==> src/rtl/clause_break_evaluator_if.sv <==
// Bus between the break evaluator, its requester, the Clause Table and the
// variable-assignment memory.
interface clause_break_evaluator_if #(
    parameter int CLAUSE_COUNT           = 20,
    parameter int VARIABLE_ADDRESS_WIDTH = 11,
    parameter int NSAT                   = 3
);
    localparam int LIT_W    = VARIABLE_ADDRESS_WIDTH + 1;
    localparam int CT_WIDTH = LIT_W * (NSAT - 1) * CLAUSE_COUNT;
    localparam int CNT_W    = $clog2(CLAUSE_COUNT + 1);

    // Handshake: start_i is accepted on a rising edge only while busy_o is low;
    // busy_o then stays high until the cycle after done_o, and done_o pulses for
    // exactly one cycle alongside the updated break_count_o.
    logic                              start_i;
    logic [VARIABLE_ADDRESS_WIDTH-1:0] var_i;
    logic                              busy_o;
    logic                              done_o;
    logic [CNT_W-1:0]                  break_count_o;
    logic [VARIABLE_ADDRESS_WIDTH-1:0] ct_rd_addr_o;
    logic [CT_WIDTH-1:0]               ct_clauses_i;
    logic [VARIABLE_ADDRESS_WIDTH-1:0] var_rd_addr_o;
    logic                              var_val_i;
    logic [2:0]                        state_dbg;

    modport slave (
        input  start_i, var_i, ct_clauses_i, var_val_i,
        output busy_o, done_o, break_count_o, ct_rd_addr_o, var_rd_addr_o, state_dbg
    );

    modport master (
        output start_i, var_i, ct_clauses_i, var_val_i,
        input  busy_o, done_o, break_count_o, ct_rd_addr_o, var_rd_addr_o, state_dbg
    );
endinterface

==> src/rtl/clause_break_evaluator.sv <==
// Computes the break count of one candidate variable by serially scanning the
// clause list returned by the Clause Table against the current assignment.
module clause_break_evaluator #(
    parameter int CLAUSE_COUNT           = 20,
    parameter int VARIABLE_ADDRESS_WIDTH = 11,
    parameter int NSAT                   = 3
) (
    input logic                   clk_i,
    input logic                   rst_ni,
    clause_break_evaluator_if.slave bus
);
    localparam int VAW      = VARIABLE_ADDRESS_WIDTH;
    localparam int LIT_W    = VAW + 1;
    localparam int SLOT_W   = LIT_W * (NSAT - 1);
    localparam int CT_WIDTH = SLOT_W * CLAUSE_COUNT;
    localparam int CNT_W    = $clog2(CLAUSE_COUNT + 1);
    localparam int L        = CLAUSE_COUNT * (NSAT - 1);
    localparam int IDX_W    = (L > 1) ? $clog2(L) : 1;
    localparam int K_W      = (NSAT > 2) ? $clog2(NSAT - 1) : 1;
    localparam int SLOT_IW  = (CLAUSE_COUNT > 1) ? $clog2(CLAUSE_COUNT) : 1;

    typedef enum logic [2:0] {
        S_IDLE    = 3'd0,
        S_FETCH   = 3'd1,
        S_CAPTURE = 3'd2,
        S_EVAL    = 3'd3,
        S_DRAIN   = 3'd4,
        S_DONE    = 3'd5
    } state_t;

    state_t               state_q;
    logic                 busy_q;
    logic                 done_q;
    logic [CNT_W-1:0]     break_count_q;
    logic [VAW-1:0]       ct_rd_addr_q;
    logic [CT_WIDTH-1:0]  clauses_q;
    logic [IDX_W-1:0]     lit_idx_q;
    logic [K_W-1:0]       lit_k_q;
    logic [SLOT_IW-1:0]   lit_slot_q;
    // The pend_* registers describe the literal whose assignment bit arrives this cycle.
    logic                 pend_vld_q;
    logic [IDX_W-1:0]     pend_idx_q;
    logic [K_W-1:0]       pend_k_q;
    logic [SLOT_IW-1:0]   pend_slot_q;
    logic                 all_false_q;
    logic [CNT_W-1:0]     count_q;

    logic                 pend_neg;
    logic                 pend_slot_valid;
    logic                 lit_false;
    logic                 slot_false;
    logic                 hit;
    logic [CNT_W-1:0]     count_next;

    always_comb begin
        pend_neg        = clauses_q[pend_idx_q * LIT_W + (LIT_W - 1)];
        pend_slot_valid = |clauses_q[pend_slot_q * SLOT_W +: SLOT_W];
        lit_false       = ~(bus.var_val_i ^ pend_neg);
        slot_false      = lit_false & ((pend_k_q == '0) | all_false_q);
        hit             = pend_vld_q & (pend_k_q == K_W'(NSAT - 2)) & pend_slot_valid & slot_false;
        count_next      = count_q + CNT_W'(hit);
    end

    always_ff @(posedge clk_i or negedge rst_ni) begin
        if (!rst_ni) begin
            state_q       <= S_IDLE;
            busy_q        <= 1'b0;
            done_q        <= 1'b0;
            break_count_q <= '0;
            ct_rd_addr_q  <= '0;
            clauses_q     <= '0;
            lit_idx_q     <= '0;
            lit_k_q       <= '0;
            lit_slot_q    <= '0;
            pend_vld_q    <= 1'b0;
            pend_idx_q    <= '0;
            pend_k_q      <= '0;
            pend_slot_q   <= '0;
            all_false_q   <= 1'b0;
            count_q       <= '0;
        end else begin
            done_q     <= 1'b0;
            pend_vld_q <= 1'b0;
            if (pend_vld_q) begin
                all_false_q <= slot_false;
                count_q     <= count_next;
            end
            case (state_q)
                S_IDLE: begin
                    if (bus.start_i) begin
                        ct_rd_addr_q <= bus.var_i;
                        busy_q       <= 1'b1;
                        state_q      <= S_FETCH;
                    end
                end
                S_FETCH: state_q <= S_CAPTURE;
                S_CAPTURE: begin
                    clauses_q  <= bus.ct_clauses_i;
                    count_q    <= '0;
                    lit_idx_q  <= '0;
                    lit_k_q    <= '0;
                    lit_slot_q <= '0;
                    state_q    <= S_EVAL;
                end
                S_EVAL: begin
                    pend_vld_q  <= 1'b1;
                    pend_idx_q  <= lit_idx_q;
                    pend_k_q    <= lit_k_q;
                    pend_slot_q <= lit_slot_q;
                    // lit_idx stays on the last literal so the read address holds through DRAIN.
                    if (lit_idx_q == IDX_W'(L - 1)) begin
                        state_q <= S_DRAIN;
                    end else begin
                        lit_idx_q <= lit_idx_q + 1'b1;
                        if (lit_k_q == K_W'(NSAT - 2)) begin
                            lit_k_q    <= '0;
                            lit_slot_q <= lit_slot_q + 1'b1;
                        end else begin
                            lit_k_q <= lit_k_q + 1'b1;
                        end
                    end
                end
                S_DRAIN: begin
                    done_q        <= 1'b1;
                    break_count_q <= count_next;
                    state_q       <= S_DONE;
                end
                S_DONE: begin
                    busy_q  <= 1'b0;
                    state_q <= S_IDLE;
                end
                default: state_q <= S_IDLE;
            endcase
        end
    end

    assign bus.busy_o        = busy_q;
    assign bus.done_o        = done_q;
    assign bus.break_count_o = break_count_q;
    assign bus.ct_rd_addr_o  = ct_rd_addr_q;
    assign bus.var_rd_addr_o = clauses_q[lit_idx_q * LIT_W +: VAW];
    assign bus.state_dbg     = state_q;
endmodule

==> src/flat_wrapper.sv <==
// flat-port wrapper written by rule: the top's interface ports become plain ports
module clause_break_evaluator_flat 
#(
    parameter int CLAUSE_COUNT           = 20,
    parameter int VARIABLE_ADDRESS_WIDTH = 11,
    parameter int NSAT                   = 3
)
  (clk_i, rst_ni, bus_start_i, bus_var_i, bus_ct_clauses_i, bus_var_val_i, bus_busy_o, bus_done_o, bus_break_count_o, bus_ct_rd_addr_o, bus_var_rd_addr_o, bus_state_dbg);
  clause_break_evaluator_if #(.CLAUSE_COUNT(CLAUSE_COUNT), .VARIABLE_ADDRESS_WIDTH(VARIABLE_ADDRESS_WIDTH), .NSAT(NSAT)) bus_i ();
  input logic clk_i;
  input logic rst_ni;
  input wire logic [$bits(bus_i.start_i)-1:0] bus_start_i;
  input wire logic [$bits(bus_i.var_i)-1:0] bus_var_i;
  input wire logic [$bits(bus_i.ct_clauses_i)-1:0] bus_ct_clauses_i;
  input wire logic [$bits(bus_i.var_val_i)-1:0] bus_var_val_i;
  output wire logic [$bits(bus_i.busy_o)-1:0] bus_busy_o;
  output wire logic [$bits(bus_i.done_o)-1:0] bus_done_o;
  output wire logic [$bits(bus_i.break_count_o)-1:0] bus_break_count_o;
  output wire logic [$bits(bus_i.ct_rd_addr_o)-1:0] bus_ct_rd_addr_o;
  output wire logic [$bits(bus_i.var_rd_addr_o)-1:0] bus_var_rd_addr_o;
  output wire logic [$bits(bus_i.state_dbg)-1:0] bus_state_dbg;
  assign bus_i.start_i = bus_start_i;
  assign bus_i.var_i = bus_var_i;
  assign bus_i.ct_clauses_i = bus_ct_clauses_i;
  assign bus_i.var_val_i = bus_var_val_i;
  assign bus_busy_o = bus_i.busy_o;
  assign bus_done_o = bus_i.done_o;
  assign bus_break_count_o = bus_i.break_count_o;
  assign bus_ct_rd_addr_o = bus_i.ct_rd_addr_o;
  assign bus_var_rd_addr_o = bus_i.var_rd_addr_o;
  assign bus_state_dbg = bus_i.state_dbg;
  clause_break_evaluator #(.CLAUSE_COUNT(CLAUSE_COUNT), .VARIABLE_ADDRESS_WIDTH(VARIABLE_ADDRESS_WIDTH), .NSAT(NSAT)) u_core (.clk_i(clk_i), .rst_ni(rst_ni), .bus(bus_i));
endmodule
==> config.mk <==
export PLATFORM = sky130hd
export DESIGN_NAME = clause_break_evaluator_flat
export DESIGN_NICKNAME = d
export VERILOG_FILES = /design/src/rtl/clause_break_evaluator_if.sv /design/src/rtl/clause_break_evaluator.sv /design/src/flat_wrapper.sv
export SDC_FILE = /design/constraint.sdc
export NUM_CORES = 1
export LEC_CHECK = 0
export ABC_AREA = 1
export BUFFER_PORTS_ARGS = -buffer_cell sky130_fd_sc_hd__buf_2
export CAP_MARGIN = 20
export CORE_MARGIN = 8
export CORE_UTILIZATION = 35
export DETAILED_ROUTE_END_ITERATION = 8
export PLACE_DENSITY = 0.54
export SLEW_MARGIN = 25
export SYNTH_ARGS = -nofsm -noshare
export SYNTH_HDL_FRONTEND = slang
export SYNTH_SLANG_ARGS = --single-unit
==> constraint.sdc <==
create_clock -name clk_i -period 6.4 [get_ports clk_i]
set_input_delay 0.32 -clock clk_i [delete_from_list [all_inputs] [get_ports clk_i]]
set_output_delay 0.32 -clock clk_i [all_outputs]
set_load 0.02 [all_outputs]
# Yosys cells after proc, flatten, opt, wreduce, memory -nomap -nowiden
# Index checks and enable logic that the tools add are counted.
# word_totals
ff_bits	532
wordCells	73
input_bits	495
out_inout_bits	32
# classes
n_mux	19
reduce_logical	10
n_lt_le_gt_ge	1
multipliers	3
n_eq_ne	10
add_sub_neg	5
bitwise	8
shift	2
# ops
op	count
$shiftx A480 B11 Y11	1
$shiftx A480 B11 Y24	1
$lt A32 B10 Y1 const B	1
$reduce_or A24 Y1	1
$mux W5	4
$mul A6 B2 Y8 const B	2
$pmux W3 S5	1
$pmux W6 S2	1
$add A10 B4 Y11 const B	1
$pmux W5 S2	1
$bmux W1 S9	1
$reduce_and A2 Y1	4
$mul A5 B2 Y7 const B	1
$add A6 B1 Y6 const B	1
$eq A3 B2 Y1 const B	2
$eq A3 B3 Y1 const B	2
$eq A6 B6 Y1 const B	1
$mux W1	6
$mux W3	2
$mux W6	1
$reduce_bool A2 Y1	3
$add A5 B1 Y5	1
$add A5 B1 Y5 const B	1
$and A1 B1 Y1	4
10 further kinds	14

# Longest topological paths before layout
# logic_depth
ltp_word	11
mapped_depth	24
depth_no_buf	24

# Worst setup path after synthesis
# Ideal clock, no wire load.
# synth_timing
path_kind	register to register
startpoint	register u_core.pend_idx_q[1]
endpoint	register u_core.break_count_q[4], in the netlist u_core.bus.break_count_o[4]
period_less_slack_ns	3.315
arrival_time_ns	3.232
stages_incl_launch_ff	23
n_path_buf	2
path_slack_ns	3.085
required_time_ns	6.317
setup_time_ns	0.083
path_cell_list	dfrtp_1 -> ha_1 -> fa_1 -> ha_1 -> clkbuf_2 -> inv_1 -> buf_2 -> o21ai_0 -> nor2_1 -> nor2_1 -> nand2_1 -> nand3_1 -> nand3_1 -> nand2_1 -> nand2_1 -> nand3_1 -> nor2_1 -> ha_1 -> ha_1 -> nand3_1 -> xnor2_1 -> inv_1 -> o21ai_0
# synth_via
elab_chain_len	9
# synth_lines
element	line_no	source
start, declared	clause_break_evaluator.sv:42	logic [IDX_W-1:0] pend_idx_q;
start signal, assigned	clause_break_evaluator.sv:107	pend_idx_q <= lit_idx_q;
$mul A6 B2 Y8	clause_break_evaluator.sv:56	pend_neg = clauses_q[pend_idx_q * LIT_W + (LIT_W - 1)];
$add A10 B4 Y11	clause_break_evaluator.sv:56	
$bmux W1 S9	clause_break_evaluator.sv:56	
$mux W1 (implied by the code)	clause_break_evaluator.sv:56	
$xor A1 B1 Y1	clause_break_evaluator.sv:58	lit_false = ~(bus.var_val_i ^ pend_neg);
$not A1 Y1	clause_break_evaluator.sv:58	
$and A1 B1 Y1	clause_break_evaluator.sv:59	slot_false = lit_false & ((pend_k_q == '0) | all_false_q);
$and A1 B1 Y1	clause_break_evaluator.sv:60	hit = pend_vld_q & (pend_k_q == K_W'(NSAT - 2)) & pend_slot_valid & slot_false;
$add A5 B1 Y5	clause_break_evaluator.sv:61	count_next = count_q + CNT_W'(hit);
end signal, assigned	clause_break_evaluator.sv:125	break_count_q <= count_next;
end, declared	clause_break_evaluator.sv:34	logic [CNT_W-1:0] break_count_q;
# No other way between the ends. The select of a mux whose other input is x is not followed.
# A chain may end at the register's enable or synchronous reset.

# Worst setup path in the final report
# layout_timing
startpoint	register u_core.lit_idx_q[1]
endpoint	output bus_var_rd_addr_o[8]
# layout_via
elab_chain_len	2
# layout_lines
element	line_no	source
start, declared	clause_break_evaluator.sv:37	logic [IDX_W-1:0] lit_idx_q;
start signal, assigned	clause_break_evaluator.sv:114	lit_idx_q <= lit_idx_q + 1'b1;
$mul A6 B2 Y8	clause_break_evaluator.sv:141	assign bus.var_rd_addr_o = clauses_q[lit_idx_q * LIT_W +: VAW];
$shiftx A480 B11 Y11	clause_break_evaluator.sv:141	
end, declared	flat_wrapper.sv:20	output wire logic [$bits(bus_i.var_rd_addr_o)-1:0] bus_var_rd_addr_o;
# No other way between the ends.

==> impl_metrics.ini <==
[synth]
synth_area_leaders = dfrtp_1, nand2_1, o21ai_0
synth_edf_count = 0
yosys.area.top_type_share_pct = 45.1
netlist_area_um2 = 29500
synth.avg_cell_area_um2 = 7.07
synth_ff_type = dfrtp_1
syn_inst = 4180
seq_area_frac_synth_pct = 45.1
synthArstFlopShare_pct = 100
synth_cell_type_count = 41
syn_nets = 4686
synth-seq-cells = 532
synth_warnings = 0
synth.largest_area_cell = dfrtp_1

[sta]
period_minus_slack_ps = 4540
fin_ws_ps = 1860
setup_tns_ps = 0
fin_crit_sh_pct = 71.0
hold_viol = 0
maxSlewHeadroom_pct = 31.8
fmax_mhz = 220
worst_slew_pin_slew_ps = 1020
setup_viol = 0
slew_violations = 0
fin_skew_ps = 19.7
rsz0062_at_grt = false

[die]
start_util_pct = 35.3
die_area_um2 = 93900
io_pins = 527
die_h_um = 306
die_w_um = 306
core_area_um2 = 83600
std_cell_rows = 106

[pwr]
p_switching_uw = 6330
p_clk_share_pct = 27.3
p_leak_uw = 0.0195
p_int_uw = 8450
combPwrFrac_pct = 40.1
pwr-share-seq_pct = 32.6
swShare_pct = 42.8
vdd_drop_max_uv = 204
power_density_nw_per_um2 = 374

[grt]
track_usage_pct = 26.8
grt_pass1_wl_um = 195000
overflow = 0
grt_pass1_vias = 31303
grt_antenna_before_repair = 8
grt_max_degree = 206

[setup_path]
path_buf_inv = 4
cp_data_required_time_ps = 6080
cpMostUsedCell = buf_4
start_kind = flip-flop
cp_data_arrival_time_ps = 4220
cp_slowest_stage_delay_ps = 650
timing_worst_setup_path_type = reg2out
critPathCaptureType = output pin
cp_top_family = buffers and inverters
cp_max_fo = 58
cp_cell_sequence = inv_4 -> buf_4 -> o21ai_0 -> o22ai_1 -> nor2_1 -> o311ai_0 -> buf_4 -> nand3_1 -> nand2_1 -> buf_2
slowest_stage = o311ai_0

[detailed_routing]
routed_wl_um = 130000
antenna_left = 0
viasPerCell = 5.18
vias = 31713
drt_first_pass_iters = 8
drt-initial-drc-count = 3198
route.detailed.drc = 0
wl_per_cell_um = 21.2

[cells_and_area]
finalNonFillerCells = 6124
multi_input_area_um2 = 13800
seqCellArea_um2 = 13300
final_nets = 5492
area_growth_pct = 33.7
n_fill_cell = 8347
layout-drive-gt1-share_pct = 14.6
fin_util_pct = 47.3

[placement]
place_ws_ps = 1850
gp_congestion = 0.873
port_buffers = 526
dp_hpwl_um = 89100
post-place-cells = 5532

[min_path]
hp-class = in2reg

[clock_tree]
clkLatencyLatePin_ps = 610
clock_sinks = 532
cts_resized = 0
clk_pin_slew_ps = 60
clockBufferDepth = 3
htreeDepth = 3
cts_made_buffers = 67
clock-root-buffer = clkbuf_16
cts_tree = done

[flow_run]
maxCapViolations = 0

[run_status]
status = finished clean
==> cell families (layout without fill, tap and decap cells) <==
family          count (synthesis)  after routing  share of synthesized area [%]
buf+inv                       544           1403                           8.18
compound gates                899            899                           16.4
xor+xnor                        5              5                          0.148
flops                         532            532                           45.1
simple gates                 2178           2178                           29.3
mux                            11             11                          0.419
fa+ha+maj                      11             11                          0.491
other cells                     0              5                              0
==> what timing repair did <==
item / 4_1_cts / 5_1_grt
hold buffers: 465 / 0
setup buffers: 0 / 0
endpoints found under the setup margin: 0 / 0
endpoints found under the hold margin: 531 / 0
==> per-stage QoR <==
step | area [µm²] | hold slack [ps] | power, µW
2_1_floorplan | 29500 | 24.4 | 8490
6_report | 39500 | 17.7 | 14800
5_1_grt | 39500 | 1.87 | 15800
3_5_place_dp | 32500 | 351 | 10500
4_1_cts | 39500 | 0.469 | 14800
3_3_place_gp | 32500 | 358 | 10400
==> power groups by stage <==
stage / combinational, µW / clock (µW) / sequential (µW)
after floorplan: 3900 / 0 / 4590
after global placement: 5600 / 0 / 4850
after detailed placement: 5660 / 0 / 4840
after CTS: 5910 / 4130 / 4800
after global routing: 6610 / 4250 / 4890
final: 5920 / 4030 / 4820
==> cell usage in the layout, fill, tap and decap left out, drive strengths merged <==
master and count:
or2 12, xnor2 2, fa 1, a31oi 2
ha 10, nand2 1519, o221ai 9, nor3b 1
o22ai 22, mux2 11, nand3 276, dfrtp 532
inv 257, nor3 10, nor2 346, o211ai 100
nand3b 3, o21ai 579, diode 5, buf 567
nand4 11, a211oi 1, clkbuf 93, dlygate4sd3 465
o311ai 4, xor2 3, a21oi 182, bufinv 6
clkinvlp 4, clkinv 11
==> state kept, by name (all words and copies together), names as in the netlist <==
name / cells
u_core.bus.break_count_o: 5
u_core.pend_k_q: 1
u_core.all_false_q: 1
u_core.count_q: 5
u_core.bus.state_dbg: 3
u_core.bus.ct_rd_addr_o: 11
u_core.pend_vld_q: 1
u_core.pend_idx_q: 6
u_core.lit_idx_q: 6
u_core.lit_slot_q: 5
u_core.pend_slot_q: 5
u_core.bus.busy_o: 1
u_core.bus.done_o: 1
u_core.clauses_q: 480
u_core.lit_k_q: 1
==> final cells by class <==
| cell class | count | share of cell area (%) |
|---|---|---|
| multi-input combinational | 3104 | 35.0 |
| sequential | 532 | 33.7 |
| inverter | 249 | 2.42 |
| tap | 1080 | 3.42 |
| clock buffer | 93 | 5.00 |
| timing repair buffer | 1032 | 19.5 |
| clock inverter | 29 | 0.887 |
| antenna | 5 | 0.0317 |
==> synthesized netlist by cell type (4+ instances only) <==
cell type,number
nand2_1,1517
o21ai_0,563
dfrtp_1,532
nor2_1,340
nand3_1,275
inv_1,235
a21oi_1,181
clkbuf_1,119
buf_2,110
o211ai_1,100
buf_4,32
o22ai_1,22
buf_1,18
o21ai_1,16
buf_6,15
inv_2,13
mux2_2,11
nand4_1,11
ha_1,10
nor3_1,9
o221ai_1,9
or2_2,8
nor2_2,4
o311ai_0,4
==> final timing paths <==
check | from | end | slack, ps | depth (start not counted)
worst max-delay path | u_core.lit_idx_q[1] | bus_var_rd_addr_o[8] | 1860 | 10
worst min-delay path | bus_ct_clauses_i[127] | u_core.clauses_q[127] | 20 | 3
worst max register to register | u_core.pend_idx_q[1] | u_core.bus.break_count_o[4] | 1900 | 20
worst min register to register | u_core.lit_idx_q[5] | u_core.pend_idx_q[5] | 470 | 2
max in group asynchronous | rst_ni | u_core.clauses_q[20] | 4760 | 3
min in group asynchronous | rst_ni | u_core.clauses_q[150] | 270 | 2
==> tightest hold or removal path, delay by kind of cell <==
family / cells / cell delay (ps)
AO/OA/AOI/OAI: 1 / 90
buffers and inverters: 1 / 80
AND/OR/NAND/NOR: 1 / 90
==> layer usage <==
metal | global-route usage (%) | up-vias | wire length [µm]
met2 | 44.4 | 1258 | 61800
met4 | 12.4 | 4 | 6370
met3 | 3.72 | 276 | 8140
met5 | 0 | - | 23
li1 | - | 15149 | -
met1 | 34.6 | 15026 | 53400
Note: power is estimated with default switching activity, not from simulation.
